===== config.mk =====
export PLATFORM = sky130hd
export DESIGN_NAME = keypad_scan_ctrl
export DESIGN_NICKNAME = d
export VERILOG_FILES = /design/src/rtl/keypad_scan_ctrl.sv
export SDC_FILE = /design/constraint.sdc
export NUM_CORES = 1
export LEC_CHECK = 0
export CORE_UTILIZATION = 48
export DETAILED_ROUTE_END_ITERATION = 6
export GPL_TIMING_DRIVEN = 1
export MAX_ROUTING_LAYER = met4
export PLACE_DENSITY_LB_ADDON = 0.2
export SLEW_MARGIN = 20
export SYNTH_ARGS = -nofsm -noshare
export SYNTH_HDL_FRONTEND = slang
export SYNTH_SLANG_ARGS = --single-unit

===== constraint.sdc =====
create_clock -name clk -period 3.7 [get_ports clk]
set_clock_uncertainty 0.1 [all_clocks]
set_input_delay 0.555 -clock clk [delete_from_list [all_inputs] [get_ports clk]]
set_output_delay 0.555 -clock clk [all_outputs]
set_load 0.01 [all_outputs]

===== src/rtl/keypad_scan_ctrl.sv =====
// 4x4 matrix keypad scanner: walks an active-low column strobe, debounces one
// pressed key, emits a single key_valid pulse per press and holds key_held until release.
module keypad_scan_ctrl #(
  parameter int SCAN_DIV     = 100000,
  parameter int DEBOUNCE_CNT = 20
) (
  input  logic       clk,
  input  logic       reset,
  input  logic [3:0] row,
  output logic [3:0] col,
  output logic       key_valid,
  output logic [3:0] key_code,
  output logic       key_held,
  output logic [1:0] dbg_state
);

  localparam int DW = (SCAN_DIV > 1) ? $clog2(SCAN_DIV) : 1;
  localparam int CW = $clog2(DEBOUNCE_CNT + 1);

  typedef enum logic [1:0] {
    S_SCAN     = 2'd0,
    S_DEBOUNCE = 2'd1,
    S_HELD     = 2'd2
  } state_t;

  state_t          state_q;
  logic [3:0]      row_meta_q;
  logic [3:0]      row_s_q;
  logic [DW-1:0]   div_cnt_q;
  logic [CW-1:0]   deb_cnt_q;
  logic [3:0]      col_q;
  logic [1:0]      col_idx_q;
  logic [1:0]      row_idx_q;
  logic [3:0]      pat_q;
  logic            key_valid_q;
  logic [3:0]      key_code_q;
  logic            key_held_q;

  logic            tick;
  logic            row_valid;
  logic [1:0]      row_idx_d;
  logic [CW-1:0]   deb_cnt_d;

  assign tick      = (div_cnt_q == DW'(SCAN_DIV - 1));
  assign deb_cnt_d = deb_cnt_q + CW'(1);

  // Only a single low row is a usable press; idle and ghost patterns fall through.
  always_comb begin
    row_valid = 1'b1;
    row_idx_d = 2'd0;
    case (row_s_q)
      4'b1110: row_idx_d = 2'd0;
      4'b1101: row_idx_d = 2'd1;
      4'b1011: row_idx_d = 2'd2;
      4'b0111: row_idx_d = 2'd3;
      default: row_valid = 1'b0;
    endcase
  end

  always_ff @(posedge clk) begin
    if (reset) begin
      state_q     <= S_SCAN;
      row_meta_q  <= 4'hF;
      row_s_q     <= 4'hF;
      div_cnt_q   <= '0;
      deb_cnt_q   <= '0;
      col_q       <= 4'b1110;
      col_idx_q   <= 2'd0;
      row_idx_q   <= 2'd0;
      pat_q       <= 4'hF;
      key_valid_q <= 1'b0;
      key_code_q  <= 4'h0;
      key_held_q  <= 1'b0;
    end else begin
      row_meta_q  <= row;
      row_s_q     <= row_meta_q;
      div_cnt_q   <= tick ? '0 : div_cnt_q + DW'(1);
      key_valid_q <= 1'b0;
      if (tick) begin
        case (state_q)
          S_SCAN: begin
            if (row_valid) begin
              pat_q     <= row_s_q;
              row_idx_q <= row_idx_d;
              deb_cnt_q <= '0;
              state_q   <= S_DEBOUNCE;
            end else begin
              col_q     <= {col_q[2:0], col_q[3]};
              col_idx_q <= col_idx_q + 2'd1;
            end
          end
          S_DEBOUNCE: begin
            if (row_s_q == pat_q) begin
              if (deb_cnt_d == CW'(DEBOUNCE_CNT - 1)) begin
                state_q     <= S_HELD;
                key_code_q  <= {row_idx_q, col_idx_q};
                key_valid_q <= 1'b1;
                key_held_q  <= 1'b1;
                deb_cnt_q   <= '0;
              end else begin
                deb_cnt_q <= deb_cnt_d;
              end
            end else begin
              state_q   <= S_SCAN;
              col_q     <= {col_q[2:0], col_q[3]};
              col_idx_q <= col_idx_q + 2'd1;
            end
          end
          S_HELD: begin
            // Any non-idle sample restarts the release count, so a second key is ignored.
            if (row_s_q == 4'hF) begin
              if (deb_cnt_d == CW'(DEBOUNCE_CNT)) begin
                state_q    <= S_SCAN;
                key_held_q <= 1'b0;
                deb_cnt_q  <= '0;
                col_q      <= {col_q[2:0], col_q[3]};
                col_idx_q  <= col_idx_q + 2'd1;
              end else begin
                deb_cnt_q <= deb_cnt_d;
              end
            end else begin
              deb_cnt_q <= '0;
            end
          end
          default: state_q <= S_SCAN;
        endcase
      end
    end
  end

  assign col       = col_q;
  assign key_valid = key_valid_q;
  assign key_code  = key_code_q;
  assign key_held  = key_held_q;
  assign dbg_state = state_q;

endmodule


After elaboration in Yosys (flattened, before gate mapping)
Index checks and enable logic that the tools add are counted.
Widths: inputs -> output; s select.
- equality and inequality tests: 19
- divide/modulo/power cells: 0
- bitwise logic cells: 3
- $mul: 0
- $lt $le $gt $ge: 0
- reduce and logical (&&, ||, !) cells: 12
- shift-type cells: 0
- mux-type cells: 30
- add/sub/neg operators: 3
- operator list (operator ; number):
    $mux 5 ; 5
    $mux 2 ; 9
    $pmux 2 s3 ; 3
    $add 17x1->17 const B ; 1
    $eq 17x17->1 const B ; 1
    $eq 4x4->1 const B ; 4
    $mux 4 ; 4
    $pmux 5 s3 ; 1
    $ne 2x2->1 const B ; 7
    $pmux 4 s3 ; 1
    $reduce_and 6->1 ; 2
    $eq 5x5->1 const B ; 2
    $reduce_and 4->1 ; 2
    $reduce_or 4->1 ; 2
    $mux 1 ; 6
    $add 5x1->5 const B ; 1
    $reduce_and 5->1 ; 1
    $eq 4x3->1 const B ; 1
    $eq 4x4->1 ; 1
    $ne 3x3->1 const B ; 1
    $not 1->1 ; 3
    $reduce_and 3->1 ; 1
    $reduce_bool 3->1 ; 1
    $add 2x1->2 const B ; 1
    6 further kinds ; 6
- bits in latches: 0
- memories: 0
- output and inout port bits: 12
- bits in registers: 50
- memory bits (read-only): 0
- bits of input ports: 6
- word-level logic and storage cells: 79
- RAM bits: 0

Logic depth before layout (Yosys ltp)
Gate-level depths: netlist (run 1).
- depth in word-level cells: 5
- gate-level depth with buffers: 8

Least setup slack after synthesis (run 1)
OpenSTA, ideal clock, no wires.
- kind: register to register
- from: reg deb_cnt_q[1]
- to: reg key_held_q (netlist: key_held)
- slack: 1.614 ns
- arrival time: 1.898 ns
- library setup time: 0.088 ns
- stages on the path, launching flop included: 8
- clock period less this slack: 2.086 ns
- cells stage by stage: dfxtp_1 > ha_1 > and2_1 > a21oi_1 > nor3b_1 > o2111ai_4 > o21ba_1 > a311oi_2
- word-level cells in the longest chain between the ends: 4
- RTL lines (what ; line ; RTL):
    from (decl) ; 30 ; logic [CW-1:0] deb_cnt_q;
    from (signal assigned) ; 101 ; deb_cnt_q <= deb_cnt_d;
    from (signal assigned) ; 119 ; deb_cnt_q <= deb_cnt_d;
    $add 5x1->5 (*) ; 45 ; assign deb_cnt_d = deb_cnt_q + CW'(1);
    $eq 5x5->1 (on tied branches) ; 94, 112 ;
    $ne 2x2->1 (no line) ; n/a ;
    $reduce_and 6->1 (no line) (*) ; n/a ;
    to (signal assigned) ; 73 ; key_held_q <= 1'b0;
    to (signal assigned) ; 98 ; key_held_q <= 1'b1;
    to (signal assigned) ; 114 ; key_held_q <= 1'b0;
    to (decl) ; 37 ; logic key_held_q;
Mark *: on every way between the ends. The rest lies on a longest branch, timed or not.
A chain may end at the register's enable or synchronous reset.

Worst setup path after layout (run 1)
Same ends and word-level chain as after synthesis.

==> metrics, run 1 <==
Detailed Place HPWL=3.08 mm; final worst path period need=2.31 ns; Gates resized, CTS repair=0; DRT Pass-1 Iters=4; leftover overflow at the end of global routing=0; fin crit share=62.4%; total placed cells including tap cells=341; vias in the first global route=1730; Synth Warn #=0; fin cells=348; remaining max-slew budget at the tightest pin=61.3%; final slew viol count=0; dominant register cell in the synthesized netlist=sky130_fd_sc_hd__dfxtp_1; flip-flop and latch count after synthesis=50; area growth from synthesis to layout=13.0%; Die ar.=5300 um2; count of max-cap constraint violations=0; # clock sinks=50; number of fillers in the final layout=449; smallest hold slack=0.312 ns; number of placed I/O pins=18; syn avg cell area=9.01 um2; peak fanout along the critical path=6; maximum level of the CTS H-tree=2; final total negative setup slack=0 ns; slowest stage cell, crit path=sky130_fd_sc_hd__nor3b_1; drt wl/cell=12.6 um; number of buffers added to fix hold violations after cts=0; Post-route DRC=0; Cell Chain, Critical Path=ha_1 > and2_1 > a21oi_1 > nor3b_1 > o2111ai_4 > o21ba_1 > a311oi_2; clock network latency to the later pin of the worst-skew pair=0.30 ns; placed standard-cell area=2610 um2; register clock-pin slew on the reported worst setup and hold paths=0.09 ns; number of flops mapped to enable cells by yosys=0; number of library cell types mapped by synthesis=47; share of async-settable or async-resettable flops after synthesis=0%; number of nets in the final layout=294; actual transition at the worst max-transition pin=0.580 ns; detailed-route wire length=4.39 mm; proportion of layout cells with a drive suffix above 1=8.54%; count of buffers inserted at the top-level ports=17; CP endpoint kind=flip-flop; family with the most delay on the worst path=compound AO/OA/AOI/OAI gates; Post-CTS Setup Repair Bufs=0; floorplan die width=72.8 um; antenna violations before repair=0; largest buffer count on any clock path=2; initial standard-cell utilization of the core=50.3%; Num CTS Buffers=5; antenna fix cells=0; worst hold-check path type=flip-flop to flip-flop; largest incremental delay on the critical path=0.43 ns; clock tree from TritonCTS=done; unrepaired setup endpoints after global routing=no; worst ir drop on vdd=235 uV; run status=complete, no violations; crit path launch type=flip-flop; total non-filler cell area in the finished layout=2720 um2; Req. time, crit path=3.81 ns; leak pwr=1.03 nW; wire length of the first global-routing pass=7.67 mm; slack of the worst reg-to-reg path=1.39 ns; largest net degree at the start of global routing=29; cell area after synthesis=2410 um2; Fmax=433 MHz; synthesized netlist cell count=267; via total after detailed routing=1794; power per unit of standard cell area=360 nW/um2; row cnt=25; post-synthesis net count=280; RD Place Congestion=0.828; global routing usage summed across all routing layers=19.3%; Clock Tree Root=sky130_fd_sc_hd__clkbuf_8; Final Hold Violating Endpoints=0; WP data arrival=2.42 ns; Setup CP Type=flip-flop to flip-flop; Floorplan Core Area=4790 um2; sequential fraction of the synthesis area=41.6%; 1st-iter DRT viols=77; vertical die dimension=72.8 um; number of buffer and inverter instances along the worst setup path=0; remaining antenna violation count after routing=0; routed via count divided by cell count=5.16; Setup-failing EPs final=0
[cells by family after synthesis]
logic type,after synthesis,share of synthesized area [%]
AO/OA/AOI/OAI,41,12.7
XOR/XNOR,22,8.32
adder cells (fa/ha/maj),7,3.64
multiplexers,7,2.91
buffers and inverters,26,4.89
AND/OR/NAND/NOR,114,25.9
flip-flops,50,41.6
[routing by layer]
metal / GRT usage, % / share of wire [%]
met1: 24.7 / 52
met4: 5.88 / 1.3
met2: 30.2 / 44
met5: - / 0
met3: 4.56 / 3.3
[synthesized netlist by cell type (all sizes together) (2+ instances only)]
| cell | n | area share [%] |
|---|---|---|
| xnor2 | 7 | 2.5 |
| buf | 4 | 1.5 |
| or4 | 2 | 0.62 |
| dfxtp | 50 | 42 |
| nand3b | 2 | 0.62 |
| and3 | 4 | 1.0 |
| nor3b | 3 | 0.94 |
| nand2 | 22 | 3.4 |
| ha | 7 | 3.6 |
| or2 | 9 | 2.3 |
| nand2b | 4 | 1.0 |
| xor2 | 15 | 5.8 |
| nand3 | 6 | 1.2 |
| mux2i | 7 | 2.9 |
| nand4b | 2 | 0.73 |
| o2111ai | 3 | 2.1 |
| and4 | 2 | 0.78 |
| nand4 | 6 | 1.6 |
| a21oi | 11 | 2.3 |
| or3 | 5 | 1.3 |
| inv | 15 | 2.3 |
| a211o | 8 | 2.9 |
| o211ai | 3 | 0.94 |
| nor2 | 35 | 5.5 |
| nor4b | 2 | 1.2 |
| o21ai | 10 | 2.1 |
| and2 | 3 | 0.78 |
| clkbuf | 7 | 1.1 |
| nor3 | 3 | 0.62 |
[layout by cell type (no fill, tap or decap), types with 5 or more instances in the layout]
cell	instances
sky130_fd_sc_hd__or2_2	8
sky130_fd_sc_hd__dfxtp_1	50
sky130_fd_sc_hd__xnor2_1	7
sky130_fd_sc_hd__a211o_1	8
sky130_fd_sc_hd__mux2i_1	7
sky130_fd_sc_hd__o21ai_0	8
sky130_fd_sc_hd__or3_1	5
sky130_fd_sc_hd__nand2_1	22
sky130_fd_sc_hd__nor2_1	35
sky130_fd_sc_hd__inv_1	15
sky130_fd_sc_hd__ha_1	7
sky130_fd_sc_hd__xor2_1	14
sky130_fd_sc_hd__nand3_1	6
sky130_fd_sc_hd__a21oi_1	11
sky130_fd_sc_hd__clkdlybuf4s50_1	17
sky130_fd_sc_hd__nand4_1	6
sky130_fd_sc_hd__clkbuf_8	6
[worst paths after layout]
path | from | endpoint | cells past startpoint
setup / recovery | deb_cnt_q[1] | key_held | 7
setup reg to reg | deb_cnt_q[1] | key_held | 7
hold / removal | row_meta_q[1] | row_s_q[1] | 1
hold reg to reg | row_meta_q[1] | row_s_q[1] | 1
[where the power goes]
part | internal, mW | switching (mW)
clock | 0.216 | 0.172
combinational | 0.0181 | 0.0202
sequential | 0.544 | 0.00737
total | 0.779 | 0.199
[final cells by class]
cell class                 instances  area, um2  area share (%)
sequential                        50       1000            36.8
multi-input combinational        191       1290            47.4
timing repair buffer              18        178            6.53
tap                               67       83.8            3.08
inverter                          15       56.3            2.07
clock inverter                     1       30.0            1.10
clock buffer                       6       82.6            3.04
[sequential cells by signal (all words and copies together), names as in the netlist]
signal and flops:
pat_q 4, row_s_q 4, row_idx_q 2, div_cnt_q 17, key_valid 1, deb_cnt_q 5
col 4, key_code 4, dbg_state 2, col_idx_q 2, key_held 1, row_meta_q 4
[stage by stage]
stage               worst slack, ns  power [mW]  util [%]
floorplan                      1.61       0.594         -
global placement               1.47       0.602      54.5
detailed placement             1.37       0.603      54.5
CTS                            1.38       0.990      56.8
global route                   1.18        1.02      56.8
finish                         1.39       0.978      56.8
No activity file was read; power rests on OpenSTA's default activity.
==> inputs of run 2 (changes only) <==
- clock period: 3.7 -> 2.2 ns (I/O delays scaled with it)
==> metrics, run 2 (synthesis gave the netlist of run 1 again) <==
run status=complete, no violations (unchanged); Fmax=481 MHz (was 433 MHz); Die ar.=5300 um2 (unchanged); max FFs per register=17 (unchanged); Floorplan Core Area=4790 um2 (unchanged); antenna fix cells=0 (unchanged); initial standard-cell utilization of the core=50.3% (unchanged); power per unit of standard cell area=554 nW/um2 (was 360 nW/um2); register containing the most flip-flops in the final layout=div_cnt_q (unchanged); wire length of the first global-routing pass=7.78 mm (was 7.67 mm); Gates resized, CTS repair=2 (was 0); routing usage on met1=26.8% (was 24.7%); clock network latency to the later pin of the worst-skew pair=0.30 ns (about the same); # clock sinks=50 (unchanged); commonest cells after routing, fill and taps aside=sky130_fd_sc_hd__dfxtp_1, sky130_fd_sc_hd__nor2_1, sky130_fd_sc_hd__nand2_1 (unchanged); RD Place Congestion=0.828 (about the same); switching share of total power=23.3% (was 20.4%); Post-route DRC=0 (unchanged); largest buffer count on any clock path=2 (unchanged); fin cells=363 (was 348); share of total power in combinational logic=4.5% (was 3.9%); remaining antenna violation count after routing=0 (unchanged); placed standard-cell area=2710 um2 (was 2610 um2); Setup-failing EPs final=0 (unchanged); global-route met3 utilization=3.31% (was 4.56%); unrepaired setup endpoints after global routing=no (unchanged); total non-filler cell area in the finished layout=2850 um2 (was 2720 um2); most utilized layer in the global route result=met2 (unchanged); Detailed Place HPWL=3.42 mm (was 3.08 mm); Post-Place Setup Slack=0.0211 ns (was 1.37 ns); met2 usage in global routing=29.0% (was 30.2%); peak fanout along the critical path=5 (was 6); number of nets in the final layout=308 (was 294); core utilization of the finished layout=59.5% (was 56.8%); family with the most delay on the worst path=simple AND/OR/NAND/NOR gates (was compound AO/OA/AOI/OAI gates); antenna violations before repair=0 (unchanged); vias in the first global route=1731 (was 1730); fraction of power consumed by sequential logic=58.8% (was 56.4%); largest incremental delay on the critical path=0.51 ns (was 0.43 ns); Clock Tree Root=sky130_fd_sc_hd__clkbuf_8 (unchanged); final slew viol count=0 (unchanged); count of buffers inserted at the top-level ports=17 (unchanged); worst ir drop on vdd=394 uV (was 235 uV); detailed-route wire length=4.73 mm (was 4.39 mm); number of buffer and inverter instances along the worst setup path=0 (unchanged); via total after detailed routing=1860 (was 1794); sw power=0.368 mW (was 0.199 mW); clock tree from TritonCTS=done (unchanged); WP data arrival=2.22 ns (was 2.42 ns); largest net degree at the start of global routing=19 (was 29); count of max-cap constraint violations=0 (unchanged); vertical die dimension=72.8 um (unchanged); Req. time, crit path=2.34 ns (was 3.81 ns); slowest stage cell, crit path=sky130_fd_sc_hd__or4_1 (was sky130_fd_sc_hd__nor3b_1); smallest hold slack=0.315 ns (was 0.312 ns); remaining max-slew budget at the tightest pin=74.2% (was 61.3%); maximum level of the CTS H-tree=2 (unchanged); number of buffers added to fix hold violations after cts=0 (unchanged); Cell Chain, Critical Path=ha_1 > and4_2 > and4_4 > o2111ai_4 > or4_1 > a21oi_1 (was ha_1 > and2_1 > a21oi_1 > nor3b_1 > o2111ai_4 > o21ba_1 > a311oi_2); DRT Pass-1 Iters=4 (unchanged); row cnt=25 (unchanged); total placed cells including tap cells=355 (was 341); drt wl/cell=13.0 um (was 12.6 um); most common cell after layout, fill and taps aside=sky130_fd_sc_hd__dfxtp_1 (unchanged); worst hold-check path type=flip-flop to flip-flop (unchanged); 1st-iter DRT viols=73 (was 77); final total negative setup slack=0 ns (unchanged); floorplan die width=72.8 um (unchanged); fin crit share=94.5% (was 62.4%); proportion of layout cells with a drive suffix above 1=17.2% (was 8.54%); Final Hold Violating Endpoints=0 (unchanged); leak pwr=1.09 nW (was 1.03 nW); actual transition at the worst max-transition pin=0.383 ns (was 0.580 ns); Post-CTS Setup Repair Bufs=0 (unchanged); crit path launch type=flip-flop (unchanged); final setup slack of the worst path=0.122 ns (was 1.39 ns); routed via count divided by cell count=5.12 (was 5.16); register clock-pin slew on the reported worst setup and hold paths=0.10 ns (was 0.09 ns); area growth from synthesis to layout=18.4% (was 13.0%); global routing usage summed across all routing layers=19.5% (was 19.3%); total chip power=1.58 mW (was 0.978 mW); Num CTS Buffers=5 (unchanged); final worst path period need=2.08 ns (was 2.31 ns); CP endpoint kind=flip-flop (unchanged); number of placed I/O pins=18 (unchanged); biggest registers after layout=div_cnt_q (17), deb_cnt_q (5) (unchanged); Setup CP Type=flip-flop to flip-flop (unchanged); leftover overflow at the end of global routing=0 (unchanged); part of the power in the clock network=36.6% (was 39.7%); internal power=1.21 mW (was 0.779 mW)
==> run 2: layout make-up <==
type / instances / area, um2
clock buffers: 6 / 82.6
clock inverters: 2 / 16.3
fillers: 448 / 1940
inverters: 15 / 56.3
multi-input cells: 191 / 1320
flip-flops and latches: 50 / 1010
well taps: 67 / 83.8
repair buffers: 32 / 283
==> run 2: power by group through the flow <==
stage	clock [mW]	combinational (mW)	sequential, mW
6_report	0.578	0.0716	0.929
5_1_grt	0.626	0.0809	0.932
4_1_cts	0.592	0.0707	0.928
3_5_place_dp	0	0.0703	0.949
3_3_place_gp	0	0.0699	0.949
2_1_floorplan	0	0.0571	0.942
==> run 2: worst reg2reg max path, cell delays in order (launching register included) <==
cell,delay [ns]
sky130_fd_sc_hd__dfxtp_1,0.37
sky130_fd_sc_hd__ha_1,0.17
sky130_fd_sc_hd__and4_2,0.28
sky130_fd_sc_hd__and4_4,0.29
sky130_fd_sc_hd__o2111ai_4,0.15
sky130_fd_sc_hd__or4_1,0.51
sky130_fd_sc_hd__a21oi_1,0.15
==> run 2: layer usage <==
layer / share of wire [%] / up-vias
met5: 0 / -
li1: - / 971
met4: 1.2 / 0
met3: 3.1 / 6
met1: 52 / 858
met2: 44 / 25
==> run 2: path summary, 6_finish.rpt <==
path | startpoint | slack [ns] | cells after the start | end
worst max-delay path | div_cnt_q[1] | 0.12 | 6 | deb_cnt_q[4]
worst min-delay path | row_meta_q[2] | 0.32 | 1 | row_s_q[2]
worst max register to register | div_cnt_q[1] | 0.12 | 6 | deb_cnt_q[4]
worst min register to register | row_meta_q[2] | 0.32 | 1 | row_s_q[2]
==> inputs of run 3 (changes only) <==
- RECOVER_POWER: default -> 50
==> metrics, run 3 (synthesis gave the netlist of run 1 again) <==
DRT Pass-1 Iters=4 (unchanged); max FFs per register=17 (unchanged); smallest hold slack=0.315 ns (unchanged); drt wl/cell=13.0 um (about the same); proportion of layout cells with a drive suffix above 1=16.6% (was 17.2%); core utilization of the finished layout=59.3% (was 59.5%); detailed-route wire length=4.72 mm (was 4.73 mm); largest net degree at the start of global routing=19 (unchanged); Post-route DRC=0 (unchanged); slowest stage cell, crit path=sky130_fd_sc_hd__or4_1 (unchanged); WP data arrival=2.22 ns (about the same); run status=complete, no violations (unchanged); Setup-failing EPs final=0 (unchanged); row cnt=25 (unchanged); routed via count divided by cell count=5.13 (was 5.12); register containing the most flip-flops in the final layout=div_cnt_q (unchanged); Gates resized, CTS repair=2 (unchanged); most common cell after layout, fill and taps aside=sky130_fd_sc_hd__dfxtp_1 (unchanged); fin crit share=94.4% (was 94.5%); Post-CTS Setup Repair Bufs=0 (unchanged); global routing usage summed across all routing layers=19.5% (unchanged); final worst path period need=2.08 ns (about the same); antenna violations before repair=0 (unchanged); Clock Tree Root=sky130_fd_sc_hd__clkbuf_8 (unchanged); share of total power in combinational logic=4.4% (was 4.5%); via total after detailed routing=1864 (was 1860); biggest registers after layout=div_cnt_q (17), deb_cnt_q (5) (unchanged); # clock sinks=50 (unchanged); Detailed Place HPWL=3.42 mm (unchanged); count of max-cap constraint violations=0 (unchanged); initial standard-cell utilization of the core=50.3% (unchanged); unrepaired setup endpoints after global routing=no (unchanged); Final Hold Violating Endpoints=0 (unchanged); leak pwr=1.10 nW (was 1.09 nW); wire length of the first global-routing pass=7.78 mm (unchanged); remaining antenna violation count after routing=0 (unchanged); fraction of power consumed by sequential logic=58.9% (was 58.8%); Num CTS Buffers=5 (unchanged); sw power=0.368 mW (about the same); Req. time, crit path=2.34 ns (about the same); area growth from synthesis to layout=18.0% (was 18.4%); part of the power in the clock network=36.7% (was 36.6%); largest buffer count on any clock path=2 (unchanged); floorplan die width=72.8 um (unchanged); CP endpoint kind=flip-flop (unchanged); vias in the first global route=1731 (unchanged); worst ir drop on vdd=394 uV (about the same); count of buffers inserted at the top-level ports=17 (unchanged); number of buffer and inverter instances along the worst setup path=0 (unchanged); final slew viol count=0 (unchanged); total area of multi-input combinational cells=1320 um2 (unchanged); Cell Chain, Critical Path=ha_1 > and4_2 > and4_4 > o2111ai_4 > or4_1 > a21oi_1 (unchanged); Setup CP Type=flip-flop to flip-flop (unchanged); peak fanout along the critical path=5 (unchanged); Floorplan Core Area=4790 um2 (unchanged); number of nets in the final layout=308 (unchanged); register area=1010 um2 (unchanged); clock network latency to the later pin of the worst-skew pair=0.30 ns (about the same); total chip power=1.58 mW (about the same); switching share of total power=23.3% (about the same); register clock-pin slew on the reported worst setup and hold paths=0.10 ns (about the same); Fmax=481 MHz (about the same); remaining max-slew budget at the tightest pin=55.2% (was 74.2%); number of buffers added to fix hold violations after cts=0 (unchanged); clock tree from TritonCTS=done (unchanged); family with the most delay on the worst path=simple AND/OR/NAND/NOR gates (unchanged); internal power=1.21 mW (about the same); final total negative setup slack=0 ns (unchanged); vertical die dimension=72.8 um (unchanged); RD Place Congestion=0.828 (unchanged); power per unit of standard cell area=555 nW/um2 (was 554 nW/um2); number of placed I/O pins=18 (unchanged); commonest cells after routing, fill and taps aside=sky130_fd_sc_hd__dfxtp_1, sky130_fd_sc_hd__nor2_1, sky130_fd_sc_hd__nand2_1 (unchanged); number of fillers in the final layout=452 (was 448); antenna fix cells=0 (unchanged); worst hold-check path type=flip-flop to flip-flop (unchanged); actual transition at the worst max-transition pin=0.671 ns (was 0.383 ns); leftover overflow at the end of global routing=0 (unchanged); maximum level of the CTS H-tree=2 (unchanged); Die ar.=5300 um2 (unchanged); 1st-iter DRT viols=74 (was 73); largest incremental delay on the critical path=0.51 ns (about the same); crit path launch type=flip-flop (unchanged)
[run 3: worst paths after layout]
| kind | end | slack (ns) | depth (start not counted) | from |
|---|---|---|---|---|
| setup reg to reg | deb_cnt_q[4] | 0.12 | 6 | div_cnt_q[1] |
| hold reg to reg | row_s_q[2] | 0.32 | 1 | row_meta_q[2] |
| setup / recovery | deb_cnt_q[4] | 0.12 | 6 | div_cnt_q[1] |
| hold / removal | row_s_q[2] | 0.32 | 1 | row_meta_q[2] |
[run 3: final cells by class]
class                   instances  share of cell area (%)
clock buffers                   6                    2.91
clock inverters                 2                   0.573
inverters                      15                    1.98
multi-input cells             191                    46.3
flip-flops and latches         50                    35.6
well taps                      67                    2.95
repair buffers                 32                    9.69
[run 3: power groups by stage]
stage	registers [mW]	logic, mW	clock network [mW]
final	0.929	0.0696	0.578
after global routing	0.932	0.0789	0.626
after CTS	0.928	0.0707	0.592
after detailed placement	0.949	0.0703	0
after global placement	0.949	0.0699	0
after floorplan	0.942	0.0571	0
[run 3: through the flow]
step | cells | setup WS (ns) | cell area (um2)
final | 363 | 0.122 | 2840
after global placement | 355 | 0.0569 | 2710
after CTS | 363 | 0.00571 | 2810
after detailed placement | 355 | 0.0211 | 2710
after floorplan | 267 | 0.114 | 2410
after global routing | 363 | 0.0154 | 2840
[run 3: metal layers]
metal	vias to the layer above	global-route usage [%]	part of all wire (%)
met5	-	-	0
met3	6	3.31	3.0
li1	972	-	-
met2	25	29.0	44
met4	0	6.54	1.2
met1	861	26.8	52
